## config.mk

```make
export PLATFORM = sky130hd
export DESIGN_NAME = mem_rsp_port
export DESIGN_NICKNAME = d
export VERILOG_FILES = /design/src/rtl/mem_rsp_port.sv
export SDC_FILE = /design/constraint.sdc
export NUM_CORES = 1
export LEC_CHECK = 0
export BUFFER_PORTS_ARGS = -buffer_cell sky130_fd_sc_hd__buf_2
export CAP_MARGIN = 20
export CORE_AREA = 2 2 152 154
export CTS_BUF_LIST = sky130_fd_sc_hd__clkbuf_2 sky130_fd_sc_hd__clkbuf_4 sky130_fd_sc_hd__clkbuf_8
export CTS_CLUSTER_SIZE = 25
export DETAILED_ROUTE_END_ITERATION = 8
export DIE_AREA = 0 0 154 156
export PLACE_DENSITY = 0.87
export SYNTH_ARGS = -nofsm -noshare
export SYNTH_HDL_FRONTEND = slang
export SYNTH_SLANG_ARGS = --single-unit
```

## constraint.sdc

```tcl
create_clock -name clk -period 2.6 [get_ports clk]
set_input_delay 0.39 -clock clk [delete_from_list [all_inputs] [get_ports clk]]
set_output_delay 0.39 -clock clk [all_outputs]
set_load 0.05 [all_outputs]
```

## src/rtl/mem_rsp_port.sv

```systemverilog
// Handshaked memory responder: DEPTH x DATA_WIDTH array behind a valid/ready request port, in-order read responses.
// Latency: read data is presented one cycle after acceptance when the response FIFO is empty; writes take effect at the accept edge.
// Backpressure: a 2-entry response FIFO absorbs rsp_ready stalls; req_ready drops when it is full (registered count only).
module mem_rsp_port #(
  parameter int ADDR_WID   = 5,
  parameter int DATA_WIDTH = 8,
  parameter int DEPTH      = 24
) (
  input  logic                  clk,
  input  logic                  rst_n,
  input  logic                  req_valid,
  output logic                  req_ready,
  input  logic                  req_wr,
  input  logic [ADDR_WID-1:0]   req_addr,
  input  logic [DATA_WIDTH-1:0] req_wdata,
  output logic                  rsp_valid,
  input  logic                  rsp_ready,
  output logic [DATA_WIDTH-1:0] rsp_rdata,
  output logic                  rsp_err,
  output logic                  wr_err
);

  // Index width for the implemented entries; DEPTH <= 2**ADDR_WID keeps it within the address.
  localparam int IDX_W = (DEPTH > 1) ? $clog2(DEPTH) : 1;
  localparam logic [ADDR_WID:0] DEPTH_L = DEPTH[ADDR_WID:0];

  // Storage and response FIFO state
  logic [DATA_WIDTH-1:0] r_mem      [DEPTH];
  logic [DATA_WIDTH-1:0] r_fifo_dat [2];
  logic                  r_fifo_err [2];
  logic                  r_wptr;
  logic                  r_rptr;
  logic [1:0]            r_count;
  logic                  r_wr_err;

  logic                  w_in_range;
  logic [IDX_W-1:0]      w_idx;
  logic                  w_accept;
  logic                  w_push;
  logic                  w_pop;
  logic                  w_wr_ok;
  logic                  w_wr_bad;
  logic [DATA_WIDTH-1:0] w_rd_dat;

  // Request decode. Out-of-range addresses are steered to entry 0 so the
  // array is never indexed past DEPTH; the read mux then forces zero data.
  always_comb begin
    w_in_range = ({1'b0, req_addr} < DEPTH_L);
    w_idx      = w_in_range ? req_addr[IDX_W-1:0] : '0;
    req_ready  = rst_n && (r_count < 2'd2);
    w_accept   = req_valid && req_ready;
    w_wr_ok    = w_accept && req_wr && w_in_range;
    w_wr_bad   = w_accept && req_wr && !w_in_range;
    w_push     = w_accept && !req_wr;
    w_pop      = rsp_valid && rsp_ready;
    w_rd_dat   = w_in_range ? r_mem[w_idx] : '0;
  end

  // Memory array: cleared on reset so no X ever reaches the response path.
  always_ff @(posedge clk) begin
    if (!rst_n) begin
      for (int i = 0; i < DEPTH; i++) begin
        r_mem[i] <= '0;
      end
    end else if (w_wr_ok) begin
      r_mem[w_idx] <= req_wdata;
    end
  end

  // Response FIFO storage and pointers; 1-bit pointers wrap naturally.
  always_ff @(posedge clk) begin
    if (!rst_n) begin
      r_fifo_dat[0] <= '0;
      r_fifo_dat[1] <= '0;
      r_fifo_err[0] <= 1'b0;
      r_fifo_err[1] <= 1'b0;
      r_wptr        <= 1'b0;
      r_rptr        <= 1'b0;
    end else begin
      if (w_push) begin
        r_fifo_dat[r_wptr] <= w_rd_dat;
        r_fifo_err[r_wptr] <= !w_in_range;
        r_wptr             <= ~r_wptr;
      end
      if (w_pop) begin
        r_rptr <= ~r_rptr;
      end
    end
  end

  // Occupancy: simultaneous push and pop leaves the count unchanged.
  always_ff @(posedge clk) begin
    if (!rst_n) begin
      r_count <= 2'd0;
    end else begin
      case ({w_push, w_pop})
        2'b10:   r_count <= r_count + 2'd1;
        2'b01:   r_count <= r_count - 2'd1;
        default: r_count <= r_count;
      endcase
    end
  end

  // Dropped out-of-range write flag, high for exactly one cycle.
  always_ff @(posedge clk) begin
    if (!rst_n) begin
      r_wr_err <= 1'b0;
    end else begin
      r_wr_err <= w_wr_bad;
    end
  end

  // Head-of-FIFO presentation; the head entry is stable until popped.
  always_comb begin
    rsp_valid = (r_count != 2'd0);
    rsp_rdata = r_fifo_dat[r_rptr];
    rsp_err   = r_fifo_err[r_rptr];
    wr_err    = r_wr_err;
  end

endmodule

```

Word-level counts from Yosys, hierarchy flattened --
Memory sizes are Yosys's and may differ from the RTL's. A register that Yosys moved wholly into a read port is not among the register bits. Index checks and enable logic that the tools add are counted.
Word-level totals: word-level logic and storage cells 52, input port bits 18, flip-flop bits (word level) 5, memories 3, bits in writable memories 210, output and inout bits 12
Operators by class: equal/unequal tests 2, add/subtract/negate cells 2, magnitude comparators 2, muxes and demuxes 23, reduce and logical (&&, ||, !) cells 14, bitwise logic cells 2
Memories:
- r_mem | words 24, bits a word 8, rd ports 1, clocked after memory_dff 0, write ports 24, RTL line 28 | logic [DATA_WIDTH-1:0] r_mem [DEPTH];
- r_fifo_dat | words 2, bits a word 8, rd ports 1, clocked after memory_dff 1, write ports 2, RTL line 29 | logic [DATA_WIDTH-1:0] r_fifo_dat [2];
- r_fifo_err | words 2, bits a word 1, rd ports 1, clocked after memory_dff 1, write ports 2, RTL line 30 | logic r_fifo_err [2];
Operators with widths (count):
- $mux 8 | 3
- $mux 1 | 17
- $reduce_or 8->1 | 2
- $mux 5 | 2
- $logic_and 1x1->1 | 7
- $lt 5x5->1 const B | 1
- $pmux 2 s2 | 1
- $reduce_bool 2->1 | 2
- $add 2x1->2 const B | 1
- $eq 2x1->1 const B | 1
- $eq 2x2->1 const B | 1
- $logic_not 1->1 | 2
- $lt 2x2->1 const B | 1
- $not 1->1 | 2
- $sub 2x1->2 const B | 1
- $reduce_or 1->1 | 1

Depth between registers and ports, before layout --
Gate-level depths: netlist (run 1).
depth after elaboration 10, mapped depth 10, gate-level depth less buffers 7

Worst setup path after synthesis (run 1) --
No wires, ideal clock.
path kind input port to flip-flop, start point input port req_addr[3], end point memory r_mem[23][0] (enable), library setup time 384 ps, slack 118 ps, data required time 2216 ps, buffers on the path 3, stages on the path 7, data arrival time 2098 ps, path through ha_1 -> buf_6 -> buf_2 -> and2b_1 -> nand3_1 -> buf_2 -> o21ai_0
RTL lines:
- start: declaration | RTL line 14 | input logic [ADDR_WID-1:0] req_addr,
- end: declaration | RTL line 28

==> flow_metrics.env, run 1 <==
export IMPL_outcome="completed"
export IMPL_grtUsageMet2_pct=46.7
export IMPL_grt_busiest_layer="met2"
export IMPL_hold_viol=0
export IMPL_drc=0
export IMPL_min_period_ps=2210
export IMPL_synth_simple_gate_area_share_pct=16.1
export IMPL_drtIter0Drc=1139
export IMPL_synth_top_cell_area_share_pct=63.0
export IMPL_power_per_cell_area_nw_per_um2=676
export IMPL_crit_type="reg2out"
export IMPL_yosysMostFrequentCell="edfxtp_1"
export IMPL_slew_viol_final=0
export IMPL_reg2regPathDepth=6
export IMPL_period_share_pct=84.9
export IMPL_synth_area_top_cells="edfxtp_1, and2_1, mux2i_1"
export IMPL_synth_fa_ha_area_share_pct=0.386
export IMPL_numCtsBuffers=45
export IMPL_ir_worst_vdd_mv=0.308
export IMPL_clockBufferDepth=3
export IMPL_synth_ff_type="edfxtp_1"
export IMPL_r2r_start="r_count[1]$_SDFFE_PN0P_"
export IMPL_gp_congestion=0.997
export IMPL_grt_pass1_wl_um=51700
export IMPL_synth_compound_area_share_pct=8.55
export IMPL_setup_viol=0
export IMPL_yosys_warnings=0
export IMPL_leakagePower_nw=5.58
export IMPL_dr_pass1_iters=8
export IMPL_antenna_found_initial=1
export IMPL_cts_root_buffer="clkbuf_8"
export IMPL_numClockSinks=280
export IMPL_die_y_um=156
export IMPL_synthArstFlopShare_pct=0
export IMPL_netlist_instances=966
export IMPL_rrSetupSlack_ps=550
export IMPL_core_region_area_um2=22400
export IMPL_r2r_end="r_mem[28][2]$_DFFE_PP_"
export IMPL_gr_total_overflow=0
export IMPL_vias_per_cell=6.41
export IMPL_rows=55
export IMPL_io_pins=30
export IMPL_clk_latency_ps=570
export IMPL_portBuffers=29
export IMPL_die_x_um=154
export IMPL_grt_start_max_net_pins=33
export IMPL_synth_top_area_cell="edfxtp_1"
export IMPL_drv_cap=0
export IMPL_die_area_um2=24000
export IMPL_skew_ps=18.0
export IMPL_relSlewSlack_pct=45.1
export IMPL_cp_max_fo=9
export IMPL_grt_pass1_vias=8689
export IMPL_synth_xor_area_share_pct=0.203
export IMPL_crit_end="rsp_rdata[3]"
export IMPL_areaGrowthSynthToFinish_pct=13.9
export IMPL_ant_nets=0
export IMPL_start_util_pct=58.0
export IMPL_rsz0062_at_grt="no"
export IMPL_utilization_pct=66.0
export IMPL_synth_area_um2=13000
export IMPL_max_freq_ghz=0.453
export IMPL_worstSetupEndpointType="primary output"
export IMPL_synth_commonest_cells="edfxtp_1, and2_1, mux2i_1"
export IMPL_totalWireLength_um=34400
export IMPL_yosysUniqueCellTypes=68
export IMPL_dp_hpwl_um=22200
export IMPL_place_area_um2=13800
export IMPL_vias=8851
export IMPL_synth_edff_count=272
export IMPL_post_cts_buffers=0
export IMPL_cts_tree="built"
export IMPL_grt_util_met3_pct=5.83
export IMPL_drive_gt1_share_pct=20.2
export IMPL_min_path_type="in2reg"
export IMPL_avgSynthCellArea_um2=13.4
export IMPL_nNetsFinal=1084
export IMPL_cp_start_kind="flip-flop"
export IMPL_ys_seq_area_share_pct=64.2
export IMPL_synth_nets=988
export IMPL_postLayoutCellArea_um2=14800
export IMPL_gr_usage_met1_pct=38.2
export IMPL_ys_ff_latch=280
export IMPL_synth_top_family_by_area="simple AND/OR/NAND/NOR gates"
export IMPL_ctsHoldBuffers=0
export IMPL_clk_pin_slew_ps=60
export IMPL_worstPathArrival_ps=1820
export IMPL_crit_required_ps=2210
export IMPL_cts_htree_levels=2
export IMPL_wl_per_cell_um=24.9
export IMPL_worst_slew_pin_slew_ps=824
export IMPL_cts_resized=0
export IMPL_grt_usage_pct=29.0
export IMPL_synth_mux_area_fraction_pct=7.59
where the power goes:
| part | leakage [nW] | switching [mW] | internal (mW) |
|---|---|---|---|
| Combinational | 2.22 | 0.633 | 0.328 |
| Sequential | 2.87 | 0.0523 | 5.05 |
| Clock | 0.490 | 1.73 | 2.18 |
| Total | 5.58 | 2.42 | 7.56 |
layout make-up:
class                   count  area (µm²)
flip-flops and latches    280        8330
clock buffers              67         803
multi-input cells         612        4250
fillers                  1518        7600
well taps                 285         357
clock inverters            13         119
repair buffers            112         858
diodes                      1        2.50
inverters                  11        41.3
registers in the layout (all words and copies together) (netlist names), named ones only:
| signal | count |
|---|---|
| r_fifo_err | 2 |
| r_mem | 256 |
| r_fifo_dat | 16 |
| r_wptr | 1 |
| r_rptr | 1 |
| r_count | 2 |
| wr_err | 1 |
metrics by stage:
| stage | power, mW | setup TNS, ps | hold WS, ps | cells | worst slack [ps] |
|---|---|---|---|---|---|
| global route | 10.2 | 0 | 169 | 1381 | 347 |
| global placement | 6.10 | 0 | 462 | 1300 | 16.7 |
| finish | 9.98 | 0 | 150 | 1381 | 393 |
| floorplan | 5.77 | 0 | 448 | 966 | 118 |
| CTS | 9.95 | 0 | 146 | 1380 | 399 |
| detailed placement | 6.13 | -951 | 486 | 1300 | -125 |
logic make-up (layout without fill, tap and decap cells):
group | count (synthesis) | after routing
XOR/XNOR | 3 | 3
flip-flops | 280 | 280
multiplexers | 86 | 86
buffers and inverters | 74 | 203
AND/OR/NAND/NOR | 357 | 357
other | 0 | 1
AO/OA/AOI/OAI | 162 | 162
adder cells (fa/ha/maj) | 4 | 4
worst max-delay path: stages (launching register included):
cell and delay [ps]:
dfxtp_1 600, mux2_2 430, buf_2 220
routing by layer:
metal / part of all wire, % / vias up / wire [µm]
met4: 4.9 / 0 / 1690
met3: 11 / 135 / 3770
met2: 47 / 623 / 16200
li1: - / 3799 / -
met5: 0 / - / 0
met1: 37 / 4294 / 12700
placed cells by master (no fill, tap or decap), drive strengths merged, types with 4 or more instances in the layout:
master	Yosys	routed
edfxtp	272	272
and2	203	203
buf	33	112
clkbuf	30	67
mux2i	57	57
o21ai	48	48
nor2	45	45
mux2	22	22
nand2	21	21
o22ai	20	20
nor2b	18	18
a21oi	17	17
nand2b	14	14
o221ai	13	13
nand3	12	12
inv	10	12
clkinv	1	9
nor3	8	8
a211oi	8	8
or3	8	8
a2bb2oi	8	8
dfxtp	8	8
mux4	7	7
o211ai	6	6
o32ai	5	5
a31oi	5	5
nor3b	5	5
ha	4	4
a221oi	4	4
worst min path at each step:
stage / from / to / cells past startpoint
2_1_floorplan: r_fifo_err[1]$_DFF_P_ / r_fifo_err[1]$_DFF_P_ / 2
3_3_place_gp: r_fifo_err[1]$_DFF_P_ / r_fifo_err[1]$_DFF_P_ / 2
3_5_place_dp: r_fifo_err[1]$_DFF_P_ / r_fifo_err[1]$_DFF_P_ / 2
4_1_cts: rst_n / r_wptr$_SDFFE_PN0P_ / 2
5_1_grt: rst_n / r_wptr$_SDFFE_PN0P_ / 2
6_report: rst_n / r_wptr$_SDFFE_PN0P_ / 2
Note: power is estimated with default switching activity, not from simulation.
==> run 2, diff against run 1 <==
Clock period 2.6 ns to 1.81 ns, I/O delays scaled along.
==> flow_metrics.env, run 2 (synthesis results as in run 1) <==
export IMPL_drv_cap=0
export IMPL_rows=55
export IMPL_drtIter0Drc=1117
export IMPL_grt_pass1_vias=9234
export IMPL_min_path_type="in2reg"
export IMPL_rrSetupSlack_ps=-10
export IMPL_dp_hpwl_um=23600
export IMPL_worst_slew_pin_slew_ps=778
export IMPL_antenna_found_initial=0
export IMPL_n_antenna_cell=0
export IMPL_nNetsFinal=1141
export IMPL_period_share_pct=102
export IMPL_areaGrowthSynthToFinish_pct=25.0
export IMPL_dr_pass1_iters=6
export IMPL_gr_total_overflow=0
export IMPL_crit_type="in2reg"
export IMPL_clk_latency_ps=550
export IMPL_rsz0062_at_grt="yes"
export IMPL_power_per_cell_area_nw_per_um2=892
export IMPL_wl_per_cell_um=25.3
export IMPL_vias=9122
export IMPL_io_pins=30
export IMPL_gp_congestion=0.987
export IMPL_die_x_um=154
export IMPL_reg2regPathDepth=7
export IMPL_n_fill_cell=1297
export IMPL_slowest_delay_ps=440
export IMPL_ant_nets=0
export IMPL_skew_ps=9.59
export IMPL_cp_start_kind="input port"
export IMPL_min_period_ps=1850
export IMPL_holdPathStages=4
export IMPL_slowest_stage="nor2b_1"
export IMPL_portBuffers=29
export IMPL_start_util_pct=58.0
export IMPL_clockBufferDepth=3
export IMPL_die_area_um2=24000
export IMPL_leakagePower_nw=6.15
export IMPL_outcome="complete, but fails checks"
export IMPL_cts_tree="built"
export IMPL_min_from="rst_n"
export IMPL_mostFrequentLayoutCells="edfxtp_1, and2_1, buf_4"
export IMPL_numCtsBuffers=43
export IMPL_largest_reg_flops=256
export IMPL_gr_usage_met1_pct=36.9
export IMPL_grt_usage_pct=30.4
export IMPL_violations="negative setup slack"
export IMPL_vias_per_cell=6.36
export IMPL_grtUsageMet2_pct=52.6
export IMPL_grt_pass1_wl_um=54300
export IMPL_layout_commonest_cell="edfxtp_1"
export IMPL_hold_path_end="r_fifo_err[0]$_DFF_P_"
export IMPL_utilization_pct=72.5
export IMPL_slew_viol_final=0
export IMPL_max_freq_ghz=0.540
export IMPL_grt_util_met3_pct=6.89
export IMPL_crit_chain="buf_4, buf_12, nor2b_1, nand3_1, o221ai_1, o32ai_2, and2_1"
export IMPL_hold_viol=0
export IMPL_r2r_start="r_count[1]$_SDFFE_PN0P_"
export IMPL_drive_gt1_share_pct=32.1
export IMPL_setup_viol=6
export IMPL_ir_worst_vdd_mv=0.499
export IMPL_cts_htree_levels=2
export IMPL_grt_start_max_net_pins=33
export IMPL_final_setup_worst_slack_ps=-40.7
export IMPL_cp_max_fo=11
export IMPL_grt_busiest_layer="met2"
export IMPL_reg_top3="r_mem x256, r_fifo_dat x16"
export IMPL_drc=0
export IMPL_r2r_end="r_count[1]$_SDFFE_PN0P_"
export IMPL_totalWireLength_um=36300
export IMPL_numClockSinks=280
export IMPL_core_region_area_um2=22400
export IMPL_regMostFlops="r_mem"
export IMPL_finalSetupTns_ps=-77.4
export IMPL_clk_pin_slew_ps=60
export IMPL_die_y_um=156
export IMPL_crit_required_ps=2110
export IMPL_relSlewSlack_pct=48.1
export IMPL_worstPathArrival_ps=2150
export IMPL_worstSetupEndpointType="flip-flop"
export IMPL_cts_root_buffer="clkbuf_8"
-- run 2: worst max path at each step --
stage | start | endpoint | depth (start not counted)
2_1_floorplan | req_addr[3] | r_fifo_dat[1][7]$_SDFFCE_PN0P_ | 7
6_report | req_addr[0] | r_fifo_dat[0][1]$_SDFFCE_PN0P_ | 7
5_1_grt | r_count[1]$_SDFFE_PN0P_ | r_count[1]$_SDFFE_PN0P_ | 8
3_3_place_gp | req_addr[3] | r_fifo_dat[1][1]$_SDFFCE_PN0P_ | 8
3_5_place_dp | req_addr[0] | r_fifo_dat[0][4]$_SDFFCE_PN0P_ | 7
4_1_cts | flip-flop | rsp_rdata[2] | 3
-- run 2: per-stage QoR --
stage / instance area, µm² / power (mW) / hold WS (ps) / worst slack (ps) / std cells
floorplan: 13500 / 8.38 / 370 / -31.5 / 966
global placement: 15000 / 8.99 / 464 / -434 / 1357
detailed placement: 15000 / 9.04 / 487 / -511 / 1357
CTS: 16000 / 14.3 / 136 / -11.6 / 1435
global route: 16200 / 14.8 / 195 / -65.9 / 1435
finish: 16200 / 14.5 / 185 / -40.7 / 1435
-- run 2: cell type report --
cell class | count | area, µm² | share of cell area (%)
multi-input cells | 612 | 4950 | 30.5
well taps | 285 | 357 | 2.20
inverters | 11 | 45.0 | 0.278
clock inverters | 13 | 83.8 | 0.517
repair buffers | 171 | 1670 | 10.3
clock buffers | 63 | 773 | 4.77
flip-flops and latches | 280 | 8330 | 51.4
-- run 2: repair_timing --
action                     in CTS  in global routing
cloned                          0                  0
gates resized for setup        38                 53
buffers inserted                2                  0
setup endpoints to repair      27                113
hold buffers                    0                  0
pin swaps                       8                 12
-- run 2: power breakdown --
group / internal [mW] / switching, mW
clock network: 2.88 / 2.40
logic: 0.746 / 1.10
registers: 7.26 / 0.0733
-- run 2: critical path: cells and delay by family --
kind,cells,cell delay [ps]
simple gates,3,940
compound gates,2,570
buf+inv,2,360
-- run 2: per-layer routing --
layer | vias up | part of all wire, %
li1 | 3932 | -
met1 | 4453 | 36
met2 | 598 | 50
met3 | 139 | 9.6
met4 | 0 | 4.7
met5 | - | 0
==> run 3, diff against run 2 <==
Settings changed: REMOVE_ABC_BUFFERS set to 1.
==> flow_metrics.env, run 3 (synthesis results as in run 1) <==
export IMPL_clk_pin_slew_ps=60
export IMPL_portBuffers=29
export IMPL_ant_nets=0
export IMPL_final_setup_worst_slack_ps=-74.8
export IMPL_totalWireLength_um=35200
export IMPL_numCtsBuffers=45
export IMPL_core_region_area_um2=22400
export IMPL_violations="negative setup slack"
export IMPL_p_sw_mw=3.51
export IMPL_largest_reg_flops=256
export IMPL_n_antenna_cell=0
export IMPL_min_path_type="in2reg"
export IMPL_relSlewSlack_pct=48.7
export IMPL_fin_cells=1462
export IMPL_io_pins=30
export IMPL_grt_start_max_net_pins=33
export IMPL_start_util_pct=58.0
export IMPL_antenna_found_initial=0
export IMPL_clockBufferDepth=3
export IMPL_drtIter0Drc=1028
export IMPL_die_y_um=156
export IMPL_wl_met1_um=13200
export IMPL_skew_ps=17.6
export IMPL_routed_top_layer="met4"
export IMPL_wl_met2_um=16900
export IMPL_reg_top3="r_mem x256, r_fifo_dat x16"
export IMPL_numClockSinks=280
export IMPL_reg2regPathDepth=5
export IMPL_worstSetupEndpointType="flip-flop"
export IMPL_leakagePower_nw=6.05
export IMPL_intPower_mw=10.9
export IMPL_die_area_um2=24000
export IMPL_die_x_um=154
export IMPL_power_per_cell_area_nw_per_um2=920
export IMPL_min_period_ps=1880
export IMPL_cp_max_fo=2
export IMPL_wl_met3_um=3490
export IMPL_swShare_pct=24.3
export IMPL_power_mw=14.5
export IMPL_regMostFlops="r_mem"
export IMPL_crit_required_ps=2170
export IMPL_cts_root_buffer="clkbuf_8"
export IMPL_utilization_pct=70.2
export IMPL_period_share_pct=104
export IMPL_clk_latency_ps=560
export IMPL_rows=55
export IMPL_layout_commonest_cell="edfxtp_1"
export IMPL_vias=9050
export IMPL_drv_cap=0
export IMPL_max_freq_ghz=0.531
export IMPL_crit_type="reg2reg"
export IMPL_ctsHoldBuffers=0
export IMPL_ir_worst_vdd_mv=0.504
export IMPL_hold_viol=0
export IMPL_cp_start_kind="flip-flop"
export IMPL_mostFrequentLayoutCells="edfxtp_1, and2_1, buf_4"
export IMPL_seq_power_share_pct=50.7
export IMPL_dr_pass1_iters=7
export IMPL_p_comb_share_pct=11.9
export IMPL_cts_tree="built"
export IMPL_gr_total_overflow=0
export IMPL_cts_htree_levels=2
export IMPL_grt_usage_pct=29.1
export IMPL_wl_per_cell_um=24.1
export IMPL_dp_cells=1380
export IMPL_rsz0062_at_grt="yes"
export IMPL_setup_viol=6
export IMPL_vias_per_cell=6.19
export IMPL_grt_pass1_wl_um=51800
export IMPL_worst_slew_pin_slew_ps=770
export IMPL_outcome="complete, but fails checks"
export IMPL_dp_hpwl_um=23600
export IMPL_slew_viol_final=0
export IMPL_grt_pass1_vias=9008
export IMPL_holdPathStages=4
export IMPL_areaGrowthSynthToFinish_pct=21.2
export IMPL_nNetsFinal=1166
export IMPL_gp_congestion=0.975
export IMPL_drive_gt1_share_pct=29.1
export IMPL_pwr_share_clk_pct=37.4
export IMPL_worstPathArrival_ps=2250
export IMPL_drc=0
## run 3: changes by cell type in the layout (fill, tap and decap cells not counted), moves of 7 or more
cell	delta
o21ai_4	-22
nor3_4	-7
o21ai_0	+16
buf_4	+41
buf_12	-19
## run 3: layout make-up
| cell class | instances | area, µm² |
|---|---|---|
| Timing Repair Buffer | 194 | 1620 |
| Clock buffer | 61 | 752 |
| Fill cell | 1425 | 6660 |
| Sequential cell | 280 | 8330 |
| Tap cell | 285 | 357 |
| Clock inverter | 19 | 135 |
| Multi-Input combinational cell | 612 | 4470 |
| Inverter | 11 | 41.3 |
## run 3: metal layers
layer  up-vias  global-route usage (%)
li1       3966                       -
met1      4362                    36.8
met2       590                    47.9
met3       132                    7.19
met4         0                    13.2
met5         -                       0
## run 3: worst max-delay path, stage by stage, from the launching register on
cell      delay, ps
edfxtp_1        340
mux2i_2          90
a221oi_2        420
o22ai_2         140
a221o_1         430
a211oi_2        280
## run 3: per-stage QoR
stage / area (µm²) / setup slack (ps) / hold slack, ps / TNS, ps
finish: 15700 / -74.8 / 173 / -169
global route: 15700 / -95.3 / 177 / -930
CTS: 15500 / -19.7 / 171 / -37.1
detailed placement: 14500 / -628 / 481 / -198650
global placement: 14500 / -591 / 462 / -170710
floorplan: 12600 / -1000 / 370 / -286450
## run 3: worst paths after layout
check                                         to  slack, ps                       from
setup / recovery  r_fifo_dat[0][6]$_SDFFCE_PN0P_        -70  r_mem[1][6]$_SDFFCE_PN0P_
hold / removal               r_rptr$_SDFFE_PN0P_        170                  rsp_ready
setup reg to reg  r_fifo_dat[0][6]$_SDFFCE_PN0P_        -70  r_mem[1][6]$_SDFFCE_PN0P_
hold reg to reg              r_wptr$_SDFFE_PN0P_        510        r_wptr$_SDFFE_PN0P_
## run 3: power by group through the flow
stage	logic [mW]	registers [mW]	clock network, mW
2_1_floorplan	0.713	7.44	0
4_1_cts	1.59	7.32	5.42
3_5_place_dp	1.48	7.46	0
6_report	1.72	7.32	5.41
3_3_place_gp	1.46	7.45	0
5_1_grt	1.80	7.33	5.72
## run 3: what timing repair did
action	in CTS	in global routing
resized for setup	31	72
gates cloned	0	0
endpoints found under the setup margin	29	268
pin swaps	1	8
buffers inserted	2	0
